[config.mk]
export PLATFORM = sky130hd
export DESIGN_NAME = encoder_16_to_4_seq
export DESIGN_NICKNAME = d
export VERILOG_FILES = /design/src/rtl/encoder_16_to_4_seq.sv
export SDC_FILE = /design/constraint.sdc
export NUM_CORES = 1
export LEC_CHECK = 0
export ABC_AREA = 1
export BUFFER_PORTS_ARGS = -buffer_cell sky130_fd_sc_hd__buf_2
export CAP_MARGIN = 5
export CORE_ASPECT_RATIO = 0.5
export CORE_MARGIN = 3
export CORE_UTILIZATION = 52
export DETAILED_ROUTE_END_ITERATION = 10
export PLACE_DENSITY_LB_ADDON = 0.3
export SYNTH_ARGS = -nofsm -noshare
export SYNTH_HDL_FRONTEND = slang
export SYNTH_SLANG_ARGS = --single-unit
[constraint.sdc]
create_clock -name clk -period 2.68 [get_ports clk]
set_clock_uncertainty 0.2 [all_clocks]
set_input_delay 0.67 -clock clk [delete_from_list [all_inputs] [get_ports clk]]
set_output_delay 0.67 -clock clk [all_outputs]
set_load 0.005 [all_outputs]
[src/rtl/encoder_16_to_4_seq.sv]
// Registered 16-to-4 priority encoder with sticky request capture and valid/ack handoff.
// Latency: req sampled at edge k sets pending at edge k; code/valid follow at edge k+1.
// Backpressure: a presented code is held (no preemption) until ack; requests keep accumulating in pending.
//
// Ports:
//   clk      rising-edge clock
//   rst_n    asynchronous reset, active-low (clears pending, code, valid)
//   E        capture enable for req (0 = new requests ignored)
//   req      N request lines, level-sampled every edge, sticky in pending
//   ack      consumer accepts the current code (ignored while valid=0)
//   mask     N-bit selection mask, present only when ENC_MASK_EN is defined
//   code     highest eligible pending index, registered
//   valid    code is valid, registered
//   pending  sticky pending register
//
// Build option ENC_MASK_EN: adds the mask port. Masked bits still latch into
// pending but are never selected; a code already presented stays until ack.
module encoder_16_to_4_seq #(
  parameter int W = 4
) (
  input  logic                clk,
  input  logic                rst_n,
  input  logic                E,
  input  logic [(1<<W)-1:0]   req,
  input  logic                ack,
`ifdef ENC_MASK_EN
  input  logic [(1<<W)-1:0]   mask,
`endif
  output logic [W-1:0]        code,
  output logic                valid,
  output logic [(1<<W)-1:0]   pending
);

  localparam int N = 1 << W;

  typedef enum logic {
    S_IDLE    = 1'b0,
    S_PRESENT = 1'b1
  } state_t;

  state_t         r_state;
  logic [W-1:0]   r_code;
  logic           r_valid;
  logic [N-1:0]   r_pending;

  logic [N-1:0]   w_clr;
  logic [N-1:0]   w_cap;
  logic [N-1:0]   w_pend_nxt;
  logic [N-1:0]   w_elig_cur;
  logic [N-1:0]   w_elig_nxt;
  logic [W-1:0]   w_sel_cur;
  logic [W-1:0]   w_sel_nxt;

  // Highest set index wins; returns 0 for an all-zero vector (callers gate on |v).
  function automatic logic [W-1:0] f_prio(input logic [N-1:0] v);
    logic [W-1:0] r;
    r = '0;
    for (int i = 0; i < N; i++) begin
      if (v[i]) r = W'(i);
    end
    return r;
  endfunction

  // Clear only the bit being handed off; a same-edge capture re-sets it.
  assign w_clr      = (r_valid && ack) ? ({{(N-1){1'b0}}, 1'b1} << r_code) : '0;
  assign w_cap      = E ? req : '0;
  assign w_pend_nxt = (r_pending & ~w_clr) | w_cap;

`ifdef ENC_MASK_EN
  assign w_elig_cur = r_pending  & ~mask;
  assign w_elig_nxt = w_pend_nxt & ~mask;
`else
  assign w_elig_cur = r_pending;
  assign w_elig_nxt = w_pend_nxt;
`endif

  assign w_sel_cur = f_prio(w_elig_cur);
  assign w_sel_nxt = f_prio(w_elig_nxt);

  // From IDLE the decision uses the registered pending, so a fresh request
  // is visible on code/valid one edge after it is captured. On an ack the
  // post-clear, post-capture view is used so back-to-back handoff keeps valid high.
  always_ff @(posedge clk or negedge rst_n) begin
    if (!rst_n) begin
      r_state   <= S_IDLE;
      r_code    <= '0;
      r_valid   <= 1'b0;
      r_pending <= '0;
    end else begin
      r_pending <= w_pend_nxt;
      case (r_state)
        S_IDLE: begin
          if (|w_elig_cur) begin
            r_state <= S_PRESENT;
            r_code  <= w_sel_cur;
            r_valid <= 1'b1;
          end
        end
        S_PRESENT: begin
          if (ack) begin
            if (|w_elig_nxt) begin
              r_code <= w_sel_nxt;
            end else begin
              r_state <= S_IDLE;
              r_valid <= 1'b0;
            end
          end
        end
        default: begin
          r_state <= S_IDLE;
          r_valid <= 1'b0;
        end
      endcase
    end
  end

  assign code    = r_code;
  assign valid   = r_valid;
  assign pending = r_pending;

endmodule

==> qor.txt, run 1 <==
Seq cells post-synth: 22
area grow syn2layout: 20.4%
Req. time, crit path: 2.63 ns
CP Capture Type: register
Worst Hold Class: in -> async
status: finished clean
Starting DRT DRC Count: 188
sequential share of the synthesized area: 37.7%
Post-Syn Nets: 215
Final period util: 94.1%
nets: 257
CTS root buf: clkbuf_8
worst-case clock buffer depth: 2
fin crit period: 2.52 ns
die area: 0.00352 mm2
Vias/cell: 5.34
Port Buffers: 40
gr ovfl total: 0
GRT Total Usage: 23.5%
H-tree levels: 1
Inserted Diodes: 0
vias in the first global route: 1342
vias: 1447
DRC Markers: 0
Initial DRT Pass Iterations: 6
Clock Power Share: 34.7%
ANT nets after route: 0
unrepaired setup endpoints after global routing: false
TritonCTS Buffers: 3
Crit Path Category: reg -> reg
TritonCTS clock tree: done
Comb power frac: 20.8%
r2r worst-path depth: 12
Clock Sinks: 22
Die X: 80.9 um
Distinct cells, synth: 29
synthesis warning total: 0
Max Clk Rate: 396 MHz
Syn Area/Cell: 7.48 um2
post-placement setup slack: 0.00547 ns
die span in y: 43.5 um
dpl hpwl: 3010 um
Worst-Skew Late Latency: 0.27 ns
first-pass GRT wire length: 6240 um
Max-slew headroom: 66.1%
post-CTS setup buffer count: 0
layout cells sized above 1: 37.7%
Sw Pwr: 0.268 mW
worst slew pin tran: 0.509 ns
Starting Density: 60.0%
max cap viols: 0
Leakage: 0.831 nW
row count: 12
Syn Std Cell Area: 0.00146 mm2
Slew Limit Fails: 0
WL/cell: 14.4 um
initial antenna violation count: 0
gpl congestion: 0.903
final setup fails: 0
largest net degree at the start of global routing: 23
Pwr per Cell Area: 512 mW/mm2
critical path startpoint category: register
Cell Area, Placed: 0.00169 mm2
Sw Ratio: 29.8%
final worst slack: 0.157 ns
Peak supply drop: 0.000240 V
# IOs: 41
fin util: 72.2%
Arr. time, crit path: 2.47 ns
setup TNS: 0 ns
Power, Total: 0.899 mW
total wire length: 3900 um
Reg clk slew, reported paths: 0.09 ns
final hold violations: 0
post-synthesis cell count: 195
Hold Buf Count CTS: 0
post-route cell area: 0.00176 mm2
Max Fanout on Critical Path: 10
internal power: 0.631 mW
sequential power share: 44.5%
Core Footprint: 0.00243 mm2
post-cts resize count: 0
[layout by cell type, fill, tap and decap left out, types with 3 or more instances in the layout]
master / netlist / final
a21oi_1: 6 / 6
a22oi_2: 4 / 4
buf_2: 1 / 40
clkbuf_8: 0 / 3
dfrtp_1: 22 / 22
inv_1: 23 / 23
inv_2: 9 / 9
nand2_1: 58 / 58
nand2_2: 7 / 7
nand3_1: 8 / 8
nor2_1: 12 / 12
nor2_2: 4 / 4
nor2_4: 5 / 5
nor4_1: 4 / 4
o21ai_0: 6 / 6
o21ai_2: 7 / 7
[state kept, by name (all words and copies together) (netlist names)]
signal / count
r_state: 1
code: 4
pending: 16
valid: 1
[power by group through the flow]
stage	clock, mW	sequential, mW	combinational [mW]
3_3_place_gp	0	0.403	0.181
5_1_grt	0.336	0.403	0.208
6_report	0.312	0.400	0.187
3_5_place_dp	0	0.404	0.185
2_1_floorplan	0	0.398	0.117
4_1_cts	0.316	0.399	0.186
[critical path, cell delays in order, from the launching register on]
cell,delay (ns)
dfrtp_1,0.57
nand3_1,0.27
o21ai_2,0.21
nand2_2,0.08
nor2_2,0.14
nand2_1,0.12
nor4_2,0.25
and2_4,0.24
nand2_4,0.06
nand2_4,0.09
inv_4,0.05
nand2_1,0.06
o22ai_2,0.06
[cells by family (layout without fill, tap and decap cells)]
family / Yosys count / count (layout) / synth area share [%]
AOI/OAI and AO/OA: 31 / 31 / 16.3
buffers and inverters: 36 / 77 / 9.86
DFF: 22 / 22 / 37.7
and+or+nand+nor: 106 / 106 / 36.1
[Yosys cell counts, drive strengths merged]
cell | number | area share, %
nand2 | 67 | 19
inv | 33 | 8.7
dfrtp | 22 | 38
nor2 | 21 | 8.7
o21ai | 15 | 6.9
nand3 | 8 | 2.7
a21oi | 6 | 2.1
nor4 | 5 | 2.6
a22oi | 4 | 3.4
nor3 | 4 | 2.1
buf | 2 | 0.86
o21bai | 2 | 1.0
a21boi | 1 | 0.77
a22o | 1 | 0.60
a311oi | 1 | 0.60
and2 | 1 | 0.60
clkbuf | 1 | 0.34
o22ai | 1 | 0.86
[metrics by stage]
| step | hold slack, ns | cells |
|---|---|---|
| 3_3_place_gp | 0.316 | 267 |
| 3_5_place_dp | 0.333 | 267 |
| 5_1_grt | 0.200 | 271 |
| 2_1_floorplan | 0.174 | 195 |
| 4_1_cts | 0.178 | 271 |
| 6_report | 0.154 | 271 |
[area by class of cell]
cell class,count,area (um2)
clock inverters,1,30.0
multi-input cells,137,764
clock buffers,3,41.3
flip-flops and latches,22,551
repair buffers,40,200
well taps,35,43.8
fillers,202,676
inverters,33,126
[final timing paths]
check                      slack [ns]              endpoint                 from
min                              0.15   code[2]$_DFFE_PN0P_                rst_n
max in group asynchronous        1.77  pending[3]$_DFF_PN0_                rst_n
max reg2reg                      0.16   code[1]$_DFFE_PN0P_  code[2]$_DFFE_PN0P_
min in group clk                 0.35     valid$_DFFE_PN0P_    valid$_DFFE_PN0P_
min reg2reg                      0.35     valid$_DFFE_PN0P_    valid$_DFFE_PN0P_
max                              0.16   code[1]$_DFFE_PN0P_  code[2]$_DFFE_PN0P_
[per-layer routing]
metal | share of wire [%] | wire length (um) | global-route usage [%] | up-vias
met5 | 0 | 0 | 0 | -
li1 | - | - | - | 699
met4 | 0.74 | 29 | 3.03 | 0
met2 | 43 | 1690 | 35.7 | 84
met3 | 12 | 464 | 8.71 | 6
met1 | 44 | 1720 | 33.0 | 658
Note: power is estimated with default switching activity, not from simulation.
==> run 2: changes to the inputs <==
Settings changed: CELL_PAD_IN_SITES_DETAIL_PLACEMENT set to 1, CELL_PAD_IN_SITES_GLOBAL_PLACEMENT set to 1, CORE_UTILIZATION 52 to 37.
==> run 2 against run 1 <==
Compared with the run above: fmax up 1.2%; largest power group unchanged; flip-flop and latch count unchanged; total power down 11%; worst hold slack better by 0.018 ns; count of clock-buffer cells in the layout unchanged; clock power down 32%; via count down 3.0%.
==> qor.txt, run 2 (synthesized netlist as in run 1, its figures left out) <==
status: finished clean
post-CTS setup buffer count: 0
cells along the critical path: nand3_1, nor2_1, o21ai_2, nor2_2, nand2_1, nor4_2, and2_4, nand2_4, nand2_4, inv_4, nand2_1, o22ai_2
post-route cell area: 0.00175 mm2
nets: 258
post-cts resize count: 0
Final period util: 93.1%
Max Fanout on Critical Path: 10
fin crit period: 2.49 ns
area grow syn2layout: 20.2%
DRC Markers: 0
total wire length: 4370 um
Max Clk Rate: 401 MHz
# IOs: 41
most frequent cells in the layout: 58 x nand2_1, 40 x buf_2, 23 x inv_1, 22 x dfrtp_1, 12 x nor2_1
dpl hpwl: 3520 um
worst reg-to-reg setup slack: 0.19 ns
largest net degree at the start of global routing: 23
Reg clk slew, reported paths: 0.08 ns
vias: 1403
final hold violations: 0
worst-case clock buffer depth: 2
worst slew pin tran: 0.543 ns
Reg2Reg Capture Point: code[1]$_DFFE_PN0P_
first-pass GRT wire length: 7320 um
setup TNS: 0 ns
TritonCTS Buffers: 3
initial antenna violation count: 0
Finished Layout Cells: 287
Leakage: 0.822 nW
Starting Density: 40.5%
Pwr per Cell Area: 457 mW/mm2
die span in y: 50.4 um
CTS root buf: clkbuf_8
Max-slew headroom: 63.5%
Cell Area, Placed: 0.00171 mm2
Clock Sinks: 22
slowest stage delay, CP: 0.57 ns
max cap viols: 0
Slew Limit Fails: 0
final setup fails: 0
die area: 0.00478 mm2
Inserted Diodes: 0
Die X: 94.8 um
Min Hold Slack: 0.173 ns
ANT nets after route: 0
critical path startpoint category: register
WL/cell: 15.2 um
Req. time, crit path: 2.62 ns
Power, Total: 0.801 mW
r2r worst-path depth: 12
CP max stage cell: dfrtp_1
commonest non-fill, non-tap cell in the layout: nand2_1
Vias/cell: 4.89
unrepaired setup endpoints after global routing: false
max reg flops: 16
CP Capture Type: register
Starting DRT DRC Count: 79
row count: 15
placed cell count: 284
H-tree levels: 1
Port Buffers: 40
Initial DRT Pass Iterations: 4
vias in the first global route: 1434
TritonCTS clock tree: done
GRT Total Usage: 20.2%
reg2reg start: code[2]$_DFFE_PN0P_
layout cells sized above 1: 37.7%
Worst Hold Class: in -> async
Worst-Skew Late Latency: 0.26 ns
Peak supply drop: 0.000169 V
Arr. time, crit path: 2.43 ns
Hold Buf Count CTS: 0
gr ovfl total: 0
Core Footprint: 0.00360 mm2
gpl congestion: 0.884
Crit Path Category: reg -> reg
[run 2: changes by cell type in the layout (fill, tap and decap cells not counted), sizes merged]
| cell | before | now |
|---|---|---|
| buf | 40 | 41 |
| bufinv | 1 | 0 |
[run 2: through the flow]
stage,setup slack (ns),utilization [%]
floorplan,0.415,-
global placement,0.0119,47.5
detailed placement,-0.0307,47.5
CTS,0.219,48.7
global route,0.0545,48.7
finish,0.186,48.7
[run 2: routing by layer]
layer	vias to the layer above	global-route usage [%]	part of all wire, %
li1	700	-	-
met1	664	29.9	52
met2	37	29.3	43
met3	2	5.09	5.2
met4	0	4.31	0.57
met5	-	0	0
[run 2: power breakdown]
group          leakage, nW  switching, mW  internal (mW)
Clock               0.0216          0.111          0.101
Sequential           0.210         0.0410          0.358
Combinational        0.590          0.117         0.0743
Total                0.822          0.268          0.533
[run 2: how the worst max path moves through the flow]
stage	from	end	slack, ns
finish	code[2]$_DFFE_PN0P_	code[1]$_DFFE_PN0P_	0.19
global route	code[2]$_DFFE_PN0P_	code[1]$_DFFE_PN0P_	0.05
CTS	code[2]$_DFFE_PN0P_	code[1]$_DFFE_PN0P_	0.22
detailed placement	ack	code[1]$_DFFE_PN0P_	-0.03
global placement	ack	code[1]$_DFFE_PN0P_	0.01
floorplan	E	code[1]$_DFFE_PN0P_	0.41
[run 2: cell type report]
| cell class | count | area (um2) |
|---|---|---|
| Fill cell | 481 | 1850 |
| Inverter | 33 | 126 |
| Clock buffer | 3 | 41.3 |
| Tap cell | 51 | 63.8 |
| Sequential cell | 22 | 551 |
| Timing Repair Buffer | 41 | 208 |
| Multi-Input combinational cell | 137 | 764 |
[run 2: critical path, delay by kind of cell (launching register included)]
kind	cells	cell delay, ns
simple gates	9	1.38
buf+inv	1	0.05
compound gates	2	0.16
flops	1	0.57
